$ cat config.mk
export PLATFORM = sky130hd
export DESIGN_NAME = multicycle_control_flat
export DESIGN_NICKNAME = d
export VERILOG_FILES = /design/src/rtl/multicycle_control_if.sv /design/src/rtl/multicycle_control.sv /design/src/flat_wrapper.sv
export SDC_FILE = /design/constraint.sdc
export NUM_CORES = 1
export LEC_CHECK = 0
export ABC_AREA = 1
export CAP_MARGIN = 20
export CORE_MARGIN = 1.5
export CORE_UTILIZATION = 55
export CTS_CLUSTER_DIAMETER = 150
export DETAILED_ROUTE_END_ITERATION = 16
export HOLD_SLACK_MARGIN = 0.06
export PLACE_DENSITY = 0.85
export SKIP_LAST_GASP = 1
export SLEW_MARGIN = 25
export SYNTH_ARGS = -nofsm -noshare
export SYNTH_HDL_FRONTEND = slang
export SYNTH_SLANG_ARGS = --single-unit
$ cat constraint.sdc
create_clock -name clk -period 4.45 [get_ports clk]
set_input_delay 0.445 -clock clk [delete_from_list [all_inputs] [get_ports clk]]
set_output_delay 0.445 -clock clk [all_outputs]
set_load 0.01 [all_outputs]
$ cat src/rtl/multicycle_control_if.sv
// Control/status bundle between the multi-cycle controller and its datapath.
// The controller is the master: it consumes opcode, ALU flags and the memory handshake and drives every select and strobe.
interface multicycle_control_if #(
  parameter int CNT_W = 16
);
  logic [3:0]       input_opcode;
  logic             input_Zero;
  logic             input_negative;
  logic             input_mem_ready;
  logic             output_ALUSrcA;
  logic [1:0]       output_ALUSrcB;
  logic [2:0]       output_ALUOp;
  logic             output_PCWrite;
  logic [1:0]       output_PCSrc;
  logic             output_IorD;
  logic             output_MemRead;
  logic             output_MemWrite;
  logic             output_IRWrite;
  logic             output_RegWrite;
  logic             output_RegDst;
  logic             output_MemtoReg;
  logic             output_illegal;
  logic             output_fault;
  logic             output_halted;
  logic [CNT_W-1:0] output_retired;

  modport master (
    input  input_opcode, input_Zero, input_negative, input_mem_ready,
    output output_ALUSrcA, output_ALUSrcB, output_ALUOp, output_PCWrite, output_PCSrc,
    output output_IorD, output_MemRead, output_MemWrite, output_IRWrite, output_RegWrite,
    output output_RegDst, output_MemtoReg, output_illegal, output_fault, output_halted,
    output output_retired
  );

  modport slave (
    output input_opcode, input_Zero, input_negative, input_mem_ready,
    input  output_ALUSrcA, output_ALUSrcB, output_ALUOp, output_PCWrite, output_PCSrc,
    input  output_IorD, output_MemRead, output_MemWrite, output_IRWrite, output_RegWrite,
    input  output_RegDst, output_MemtoReg, output_illegal, output_fault, output_halted,
    input  output_retired
  );
endinterface

$ cat src/rtl/multicycle_control.sv
// Main control FSM of the 16-bit multi-cycle processor: fetch/decode/execute/memory/writeback
// sequencing, retired-instruction counting and memory-timeout detection.
module multicycle_control #(
  parameter int CNT_W        = 16,
  parameter int MEM_WAIT_MAX = 255
) (
  input logic                  clk,
  input logic                  reset,
  multicycle_control_if.master bus
);
  localparam int WAIT_W = (MEM_WAIT_MAX < 2) ? 1 : $clog2(MEM_WAIT_MAX + 1);
  localparam logic [WAIT_W-1:0] WAIT_LAST = WAIT_W'(MEM_WAIT_MAX - 1);

  localparam logic [3:0] OP_ADD  = 4'b0000;
  localparam logic [3:0] OP_SUB  = 4'b0001;
  localparam logic [3:0] OP_AND  = 4'b0010;
  localparam logic [3:0] OP_OR   = 4'b0011;
  localparam logic [3:0] OP_ADDI = 4'b0100;
  localparam logic [3:0] OP_LW   = 4'b0101;
  localparam logic [3:0] OP_SW   = 4'b0110;
  localparam logic [3:0] OP_BEQ  = 4'b0111;
  localparam logic [3:0] OP_BLT  = 4'b1000;
  localparam logic [3:0] OP_JMP  = 4'b1001;
  localparam logic [3:0] OP_HALT = 4'b1111;

  localparam logic [2:0] ALU_ADD = 3'b000;
  localparam logic [2:0] ALU_SUB = 3'b001;

  localparam logic [1:0] SRCB_B     = 2'b00;
  localparam logic [1:0] SRCB_TWO   = 2'b01;
  localparam logic [1:0] SRCB_IMM   = 2'b10;
  localparam logic [1:0] SRCB_IMMSH = 2'b11;

  typedef enum logic [3:0] {
    S_IDLE, S_FETCH, S_DECODE, S_EXEC_R, S_EXEC_I, S_ALU_WB, S_MEM_ADDR,
    S_MEM_RD, S_MEM_WB, S_MEM_WR, S_BRANCH, S_JUMP, S_HALT
  } state_t;

  state_t            state_q, state_d;
  logic [WAIT_W-1:0] wait_cnt_q;
  logic [CNT_W-1:0]  retired_q;
  logic              fault_q;
  logic              regdst_q;
  logic              waiting;
  logic              wait_expired;
  logic              retire;

  // Only FETCH, MEM_RD and MEM_WR wait on memory; leaving or never entering them keeps the counter at zero.
  assign waiting      = (state_q == S_FETCH) || (state_q == S_MEM_RD) || (state_q == S_MEM_WR);
  assign wait_expired = waiting && !bus.input_mem_ready && (wait_cnt_q == WAIT_LAST);
  assign retire       = (state_q inside {S_ALU_WB, S_MEM_WB, S_BRANCH, S_JUMP}) ||
                        ((state_q == S_MEM_WR) && bus.input_mem_ready);

  assign bus.output_fault   = fault_q;
  assign bus.output_retired = retired_q;

  always_ff @(posedge clk or negedge reset) begin
    if (!reset) begin
      state_q    <= S_IDLE;
      wait_cnt_q <= '0;
      retired_q  <= '0;
      fault_q    <= 1'b0;
      regdst_q   <= 1'b0;
    end else begin
      // NOTE: non-blocking assignments so every register samples the pre-edge values of its peers.
      state_q    <= state_d;
      wait_cnt_q <= (waiting && !bus.input_mem_ready) ? wait_cnt_q + WAIT_W'(1) : '0;
      if (retire)       retired_q <= retired_q + CNT_W'(1);
      if (wait_expired) fault_q   <= 1'b1;
      // R-type writes rd, ADDI writes rt; the choice is remembered until ALU_WB.
      if (state_q == S_EXEC_R)      regdst_q <= 1'b1;
      else if (state_q == S_EXEC_I) regdst_q <= 1'b0;
    end
  end

  always_comb begin
    // NOTE: every output and the next state get a default first so no branch of the case infers a latch.
    state_d             = state_q;
    bus.output_ALUSrcA  = 1'b0;
    bus.output_ALUSrcB  = SRCB_B;
    bus.output_ALUOp    = ALU_ADD;
    bus.output_PCWrite  = 1'b0;
    bus.output_PCSrc    = 2'b00;
    bus.output_IorD     = 1'b0;
    bus.output_MemRead  = 1'b0;
    bus.output_MemWrite = 1'b0;
    bus.output_IRWrite  = 1'b0;
    bus.output_RegWrite = 1'b0;
    bus.output_RegDst   = 1'b0;
    bus.output_MemtoReg = 1'b0;
    bus.output_illegal  = 1'b0;
    bus.output_halted   = 1'b0;
    case (state_q)
      S_IDLE: state_d = S_FETCH;
      S_FETCH: begin
        bus.output_MemRead = 1'b1;
        bus.output_IRWrite = 1'b1;
        bus.output_ALUSrcB = SRCB_TWO;
        if (bus.input_mem_ready) begin
          bus.output_PCWrite = 1'b1;
          state_d            = S_DECODE;
        end else if (wait_expired) begin
          state_d = S_HALT;
        end
      end
      S_DECODE: begin
        bus.output_ALUSrcB = SRCB_IMMSH;
        case (bus.input_opcode)
          OP_ADD, OP_SUB, OP_AND, OP_OR: state_d = S_EXEC_R;
          OP_ADDI:                       state_d = S_EXEC_I;
          OP_LW, OP_SW:                  state_d = S_MEM_ADDR;
          OP_BEQ, OP_BLT:                state_d = S_BRANCH;
          OP_JMP:                        state_d = S_JUMP;
          OP_HALT:                       state_d = S_HALT;
          default: begin
            bus.output_illegal = 1'b1;
            state_d            = S_FETCH;
          end
        endcase
      end
      S_EXEC_R: begin
        bus.output_ALUSrcA = 1'b1;
        bus.output_ALUOp   = bus.input_opcode[2:0];
        state_d            = S_ALU_WB;
      end
      S_EXEC_I: begin
        bus.output_ALUSrcA = 1'b1;
        bus.output_ALUSrcB = SRCB_IMM;
        state_d            = S_ALU_WB;
      end
      S_ALU_WB: begin
        bus.output_RegWrite = 1'b1;
        bus.output_RegDst   = regdst_q;
        state_d             = S_FETCH;
      end
      S_MEM_ADDR: begin
        bus.output_ALUSrcA = 1'b1;
        bus.output_ALUSrcB = SRCB_IMM;
        state_d            = (bus.input_opcode == OP_SW) ? S_MEM_WR : S_MEM_RD;
      end
      S_MEM_RD: begin
        bus.output_MemRead = 1'b1;
        bus.output_IorD    = 1'b1;
        if (bus.input_mem_ready) state_d = S_MEM_WB;
        else if (wait_expired)   state_d = S_HALT;
      end
      S_MEM_WB: begin
        bus.output_RegWrite = 1'b1;
        bus.output_MemtoReg = 1'b1;
        state_d             = S_FETCH;
      end
      S_MEM_WR: begin
        bus.output_MemWrite = 1'b1;
        bus.output_IorD     = 1'b1;
        if (bus.input_mem_ready) state_d = S_FETCH;
        else if (wait_expired)   state_d = S_HALT;
      end
      S_BRANCH: begin
        bus.output_ALUSrcA = 1'b1;
        bus.output_ALUOp   = ALU_SUB;
        bus.output_PCSrc   = 2'b01;
        bus.output_PCWrite = (bus.input_opcode == OP_BEQ) ? bus.input_Zero : bus.input_negative;
        state_d            = S_FETCH;
      end
      S_JUMP: begin
        bus.output_PCSrc   = 2'b10;
        bus.output_PCWrite = 1'b1;
        state_d            = S_FETCH;
      end
      S_HALT:  bus.output_halted = 1'b1;
      default: state_d = S_IDLE;
    endcase
  end
endmodule

$ cat src/flat_wrapper.sv
// flat-port wrapper written by rule: the top's interface ports become plain ports
module multicycle_control_flat 
#(
  parameter int CNT_W        = 16,
  parameter int MEM_WAIT_MAX = 255
)
  (clk, reset, bus_input_opcode, bus_input_Zero, bus_input_negative, bus_input_mem_ready, bus_output_ALUSrcA, bus_output_ALUSrcB, bus_output_ALUOp, bus_output_PCWrite, bus_output_PCSrc, bus_output_IorD, bus_output_MemRead, bus_output_MemWrite, bus_output_IRWrite, bus_output_RegWrite, bus_output_RegDst, bus_output_MemtoReg, bus_output_illegal, bus_output_fault, bus_output_halted, bus_output_retired);
  multicycle_control_if #(.CNT_W(CNT_W)) bus_i ();
  input logic clk;
  input logic reset;
  input wire logic [$bits(bus_i.input_opcode)-1:0] bus_input_opcode;
  input wire logic [$bits(bus_i.input_Zero)-1:0] bus_input_Zero;
  input wire logic [$bits(bus_i.input_negative)-1:0] bus_input_negative;
  input wire logic [$bits(bus_i.input_mem_ready)-1:0] bus_input_mem_ready;
  output wire logic [$bits(bus_i.output_ALUSrcA)-1:0] bus_output_ALUSrcA;
  output wire logic [$bits(bus_i.output_ALUSrcB)-1:0] bus_output_ALUSrcB;
  output wire logic [$bits(bus_i.output_ALUOp)-1:0] bus_output_ALUOp;
  output wire logic [$bits(bus_i.output_PCWrite)-1:0] bus_output_PCWrite;
  output wire logic [$bits(bus_i.output_PCSrc)-1:0] bus_output_PCSrc;
  output wire logic [$bits(bus_i.output_IorD)-1:0] bus_output_IorD;
  output wire logic [$bits(bus_i.output_MemRead)-1:0] bus_output_MemRead;
  output wire logic [$bits(bus_i.output_MemWrite)-1:0] bus_output_MemWrite;
  output wire logic [$bits(bus_i.output_IRWrite)-1:0] bus_output_IRWrite;
  output wire logic [$bits(bus_i.output_RegWrite)-1:0] bus_output_RegWrite;
  output wire logic [$bits(bus_i.output_RegDst)-1:0] bus_output_RegDst;
  output wire logic [$bits(bus_i.output_MemtoReg)-1:0] bus_output_MemtoReg;
  output wire logic [$bits(bus_i.output_illegal)-1:0] bus_output_illegal;
  output wire logic [$bits(bus_i.output_fault)-1:0] bus_output_fault;
  output wire logic [$bits(bus_i.output_halted)-1:0] bus_output_halted;
  output wire logic [$bits(bus_i.output_retired)-1:0] bus_output_retired;
  assign bus_i.input_opcode = bus_input_opcode;
  assign bus_i.input_Zero = bus_input_Zero;
  assign bus_i.input_negative = bus_input_negative;
  assign bus_i.input_mem_ready = bus_input_mem_ready;
  assign bus_output_ALUSrcA = bus_i.output_ALUSrcA;
  assign bus_output_ALUSrcB = bus_i.output_ALUSrcB;
  assign bus_output_ALUOp = bus_i.output_ALUOp;
  assign bus_output_PCWrite = bus_i.output_PCWrite;
  assign bus_output_PCSrc = bus_i.output_PCSrc;
  assign bus_output_IorD = bus_i.output_IorD;
  assign bus_output_MemRead = bus_i.output_MemRead;
  assign bus_output_MemWrite = bus_i.output_MemWrite;
  assign bus_output_IRWrite = bus_i.output_IRWrite;
  assign bus_output_RegWrite = bus_i.output_RegWrite;
  assign bus_output_RegDst = bus_i.output_RegDst;
  assign bus_output_MemtoReg = bus_i.output_MemtoReg;
  assign bus_output_illegal = bus_i.output_illegal;
  assign bus_output_fault = bus_i.output_fault;
  assign bus_output_halted = bus_i.output_halted;
  assign bus_output_retired = bus_i.output_retired;
  multicycle_control #(.CNT_W(CNT_W), .MEM_WAIT_MAX(MEM_WAIT_MAX)) u_core (.clk(clk), .reset(reset), .bus(bus_i));
endmodule
==> impl_metrics.csv <==
group,metric,value,unit
cts,path_clk_slew,0.06,ns
routing,ant_nets,0,
cells_and_area,diodes,0,
cells_and_area,fin_util,0.719,
sta,rsz0062_at_grt,"false",
setup_path,worstSetupPathType,"reg2out",
floorplan,dieArea,4140,µm²
synth,netlist_area,2070,µm²
status,outcome,"finished, final reports clean",
sta,finalCritPeriodShare,0.582,
routing,met2WireLength,2570,µm
sta,hold_viol,0,
routing,top_layer_used,"met4",
cts,hold_buffers,0,
sta,slew_violations,0,
setup_path,r2r-start,"u_core.bus.output_retired[0]$_DFFE_PN0P_",
synth,synth_most_common_cell,"nand2_1",
global_route,grt_pass1_vias,1977,
routing,dr_total_vias,2029,
synth,ys_ff_latch,30,
floorplan,core,3630,µm²
power_and_ir_drop,powerDensity,470,nW/µm²
power_and_ir_drop,p_sw_frac,0.436,
synth,yosysWarnings,0,
synth,syn_nets,301,
setup_path,start_kind,"register",
hold_path,hold_path_startpoint,"u_core.bus.output_fault$_DFFE_PN0P_",
routing,route.detailed.drc,0,
cts,cts_max_level,2,
placed_design,io_buffers,43,
setup_path,arrival,2.15,ns
routing,wirelength,4810,µm
routing,drtIter0Drc,150,
hold_path,hold_depth,2,
hold_path,hp-class,"reg2reg",
cts,clockBufferDepth,2,
synth,netlist_top_cells_count,"nand2_1 (76), nor2_1 (41), inv_1 (36)",
routing,wl_per_cell,12.5,µm
cts,ctsResizeCount,0,
global_route,grt_pass1_wl,8350,µm
cts,clk_latency,0.28,ns
floorplan,die_h,64.3,µm
cells_and_area,multi_input_area,1130,µm²
setup_path,rrSetupSlack,2.76,ns
cells_and_area,n_fill_cell,312,
placed_design,place.gp.congestion,0.942,
cts,numCtsBuffers,5,
sta,tightest_slew,0.437,ns
synth,synthCells,289,
global_route,grt_max_degree,31,
power_and_ir_drop,p_clk_frac,0.166,
setup_path,endpoint_kind,"output port",
sta,final.setup.tns,0,ns
sta,slew_headroom,0.707,
cts,cts_tree,"done",
power_and_ir_drop,ir_worst_vdd,0.000271,V
routing,route.met3.wl,208,µm
synth,async_reset_ff_frac,1.00,
floorplan,fp-row-count,22,
synth,synth_top_area_share,0.363,
synth,syn_avg_cell_area,7.16,µm²
global_route,antenna_found_initial,0,
power_and_ir_drop,comb_power_share,0.510,
floorplan,ios,44,
setup_path,r2r_cells,8,
cells_and_area,final_nets,350,
synth,synth_cell_types,29,
cts,clock_sinks,30,
floorplan,die_w,64.3,µm
cells_and_area,drive_gt1_frac,0.121,
synth,synth.largest_area_cell,"dfrtp_1",
synth,synth_edf_count,0,
synth,synth_ff_type,"dfrtp_1",
setup_path,cp_max_fo,5,
power_and_ir_drop,cellLeakagePower,1.19,nW
power_and_ir_drop,p_sw,534,µW
setup_path,startpoint,"u_core.state_q[0]$_DFFE_PN0N_",
cells_and_area,seqCellArea,751,µm²
cells_and_area,syn2layout_area_growth,26.2,%
floorplan,floorplan.initialDensity,0.570,
power_and_ir_drop,p_int,692,µW
global_route,grt_usage,0.257,
sta,timing.fmax,386,MHz
global_route,grt_overflow,0,
routing,firstDrtPassIters,4,
synth,synthTopCellsByArea,"dfrtp_1 (36%), nand2_1 (14%), nor2_1 (7.4%)",
routing,vias_per_cell,5.26,
sta,period_minus_slack,2.59,ns
sta,setup-violations-final,0,
power_and_ir_drop,seqPwrFrac,0.324,
routing,wirelength_met1,2000,µm
cts,root_buffer,"clkbuf_8",
sta,skew,0.00439,ns
cts,post_cts_buffers,0,
run,drv_cap,0,
placed_design,hpwlAfterDp,3760,µm
setup_path,worstPathRequired,4.01,ns
synth,yosysSeqAreaShare,0.363,
==> power groups by stage <==
stage / sequential (mW) / clock [mW] / combinational (mW)
finish: 0.397 / 0.204 / 0.625
global placement: 0.397 / 0 / 0.619
global route: 0.406 / 0.220 / 0.693
floorplan: 0.398 / 0 / 0.413
detailed placement: 0.399 / 0 / 0.625
CTS: 0.395 / 0.208 / 0.629
==> final cells by class <==
cell class,instances,share of cell area
flip-flops and latches,30,0.287
inverters,40,0.0594
clock buffers,5,0.0264
repair buffers,44,0.168
well taps,48,0.0230
multi-input cells,217,0.432
clock inverters,2,0.00383
==> metal layers <==
layer  track usage  vias up
li1              -     1017
met1         0.290      956
met2         0.482       53
met3        0.0599        3
met4        0.0691        0
met5             0        -
==> critical path: stages, from the launching register on <==
cell	delay (ns)
dfrtp_1	0.41
inv_1	0.13
nand2_1	0.15
nor2_1	0.29
inv_1	0.13
nor3b_1	0.19
clkdlybuf4s50_1	0.56
==> per-stage QoR <==
stage / power (mW) / setup WS (ns) / hold slack (ns) / cell area [µm²] / std cells
global route: 1.32 / 1.78 / 0.528 / 2610 / 386
finish: 1.23 / 1.86 / 0.481 / 2610 / 386
detailed placement: 1.02 / 1.95 / 0.476 / 2530 / 379
floorplan: 0.811 / 2.74 / 0.149 / 2070 / 289
global placement: 1.02 / 1.98 / 0.444 / 2530 / 379
CTS: 1.23 / 1.86 / 0.491 / 2610 / 386
==> cells by family after synthesis <==
group,count (synthesis),share of synthesized area
adder cells (fa/ha/maj),3,0.0181
flip-flops,30,0.363
AND/OR/NAND/NOR,174,0.393
buffers and inverters,42,0.0919
XOR/XNOR,8,0.0339
AO/OA/AOI/OAI,32,0.100
==> flip-flops by register name, summed over array words and instances, names as in the netlist <==
register / flops
u_core.bus.output_retired: 16
u_core.regdst_q: 1
u_core.state_q: 4
u_core.bus.output_fault: 1
u_core.wait_cnt_q: 8
==> final timing paths <==
path | to
hold / removal | u_core.bus.output_fault$_DFFE_PN0P_
setup reg to reg | u_core.bus.output_retired[14]$_DFFE_PN0P_
hold reg to reg | u_core.bus.output_fault$_DFFE_PN0P_
setup / recovery | bus_output_illegal
max in group asynchronous | u_core.wait_cnt_q[3]$_DFF_PN0_
min in group asynchronous | u_core.bus.output_retired[7]$_DFFE_PN0P_
==> cell usage in the layout, fill, tap and decap left out, drive strengths merged <==
cell,instances
a21oi,6
o31ai,1
o21ai,24
ha,3
nor3b,1
nand4,5
clkbuf,5
clkdlybuf4s50,43
nor3,11
nand3b,1
nand2b,1
nand2,89
buf,1
nand3,22
clkinv,2
nor2,44
inv,40
xor2,5
o221ai,1
xnor2,3
dfrtp,30
(Power assumes the default switching activity.)
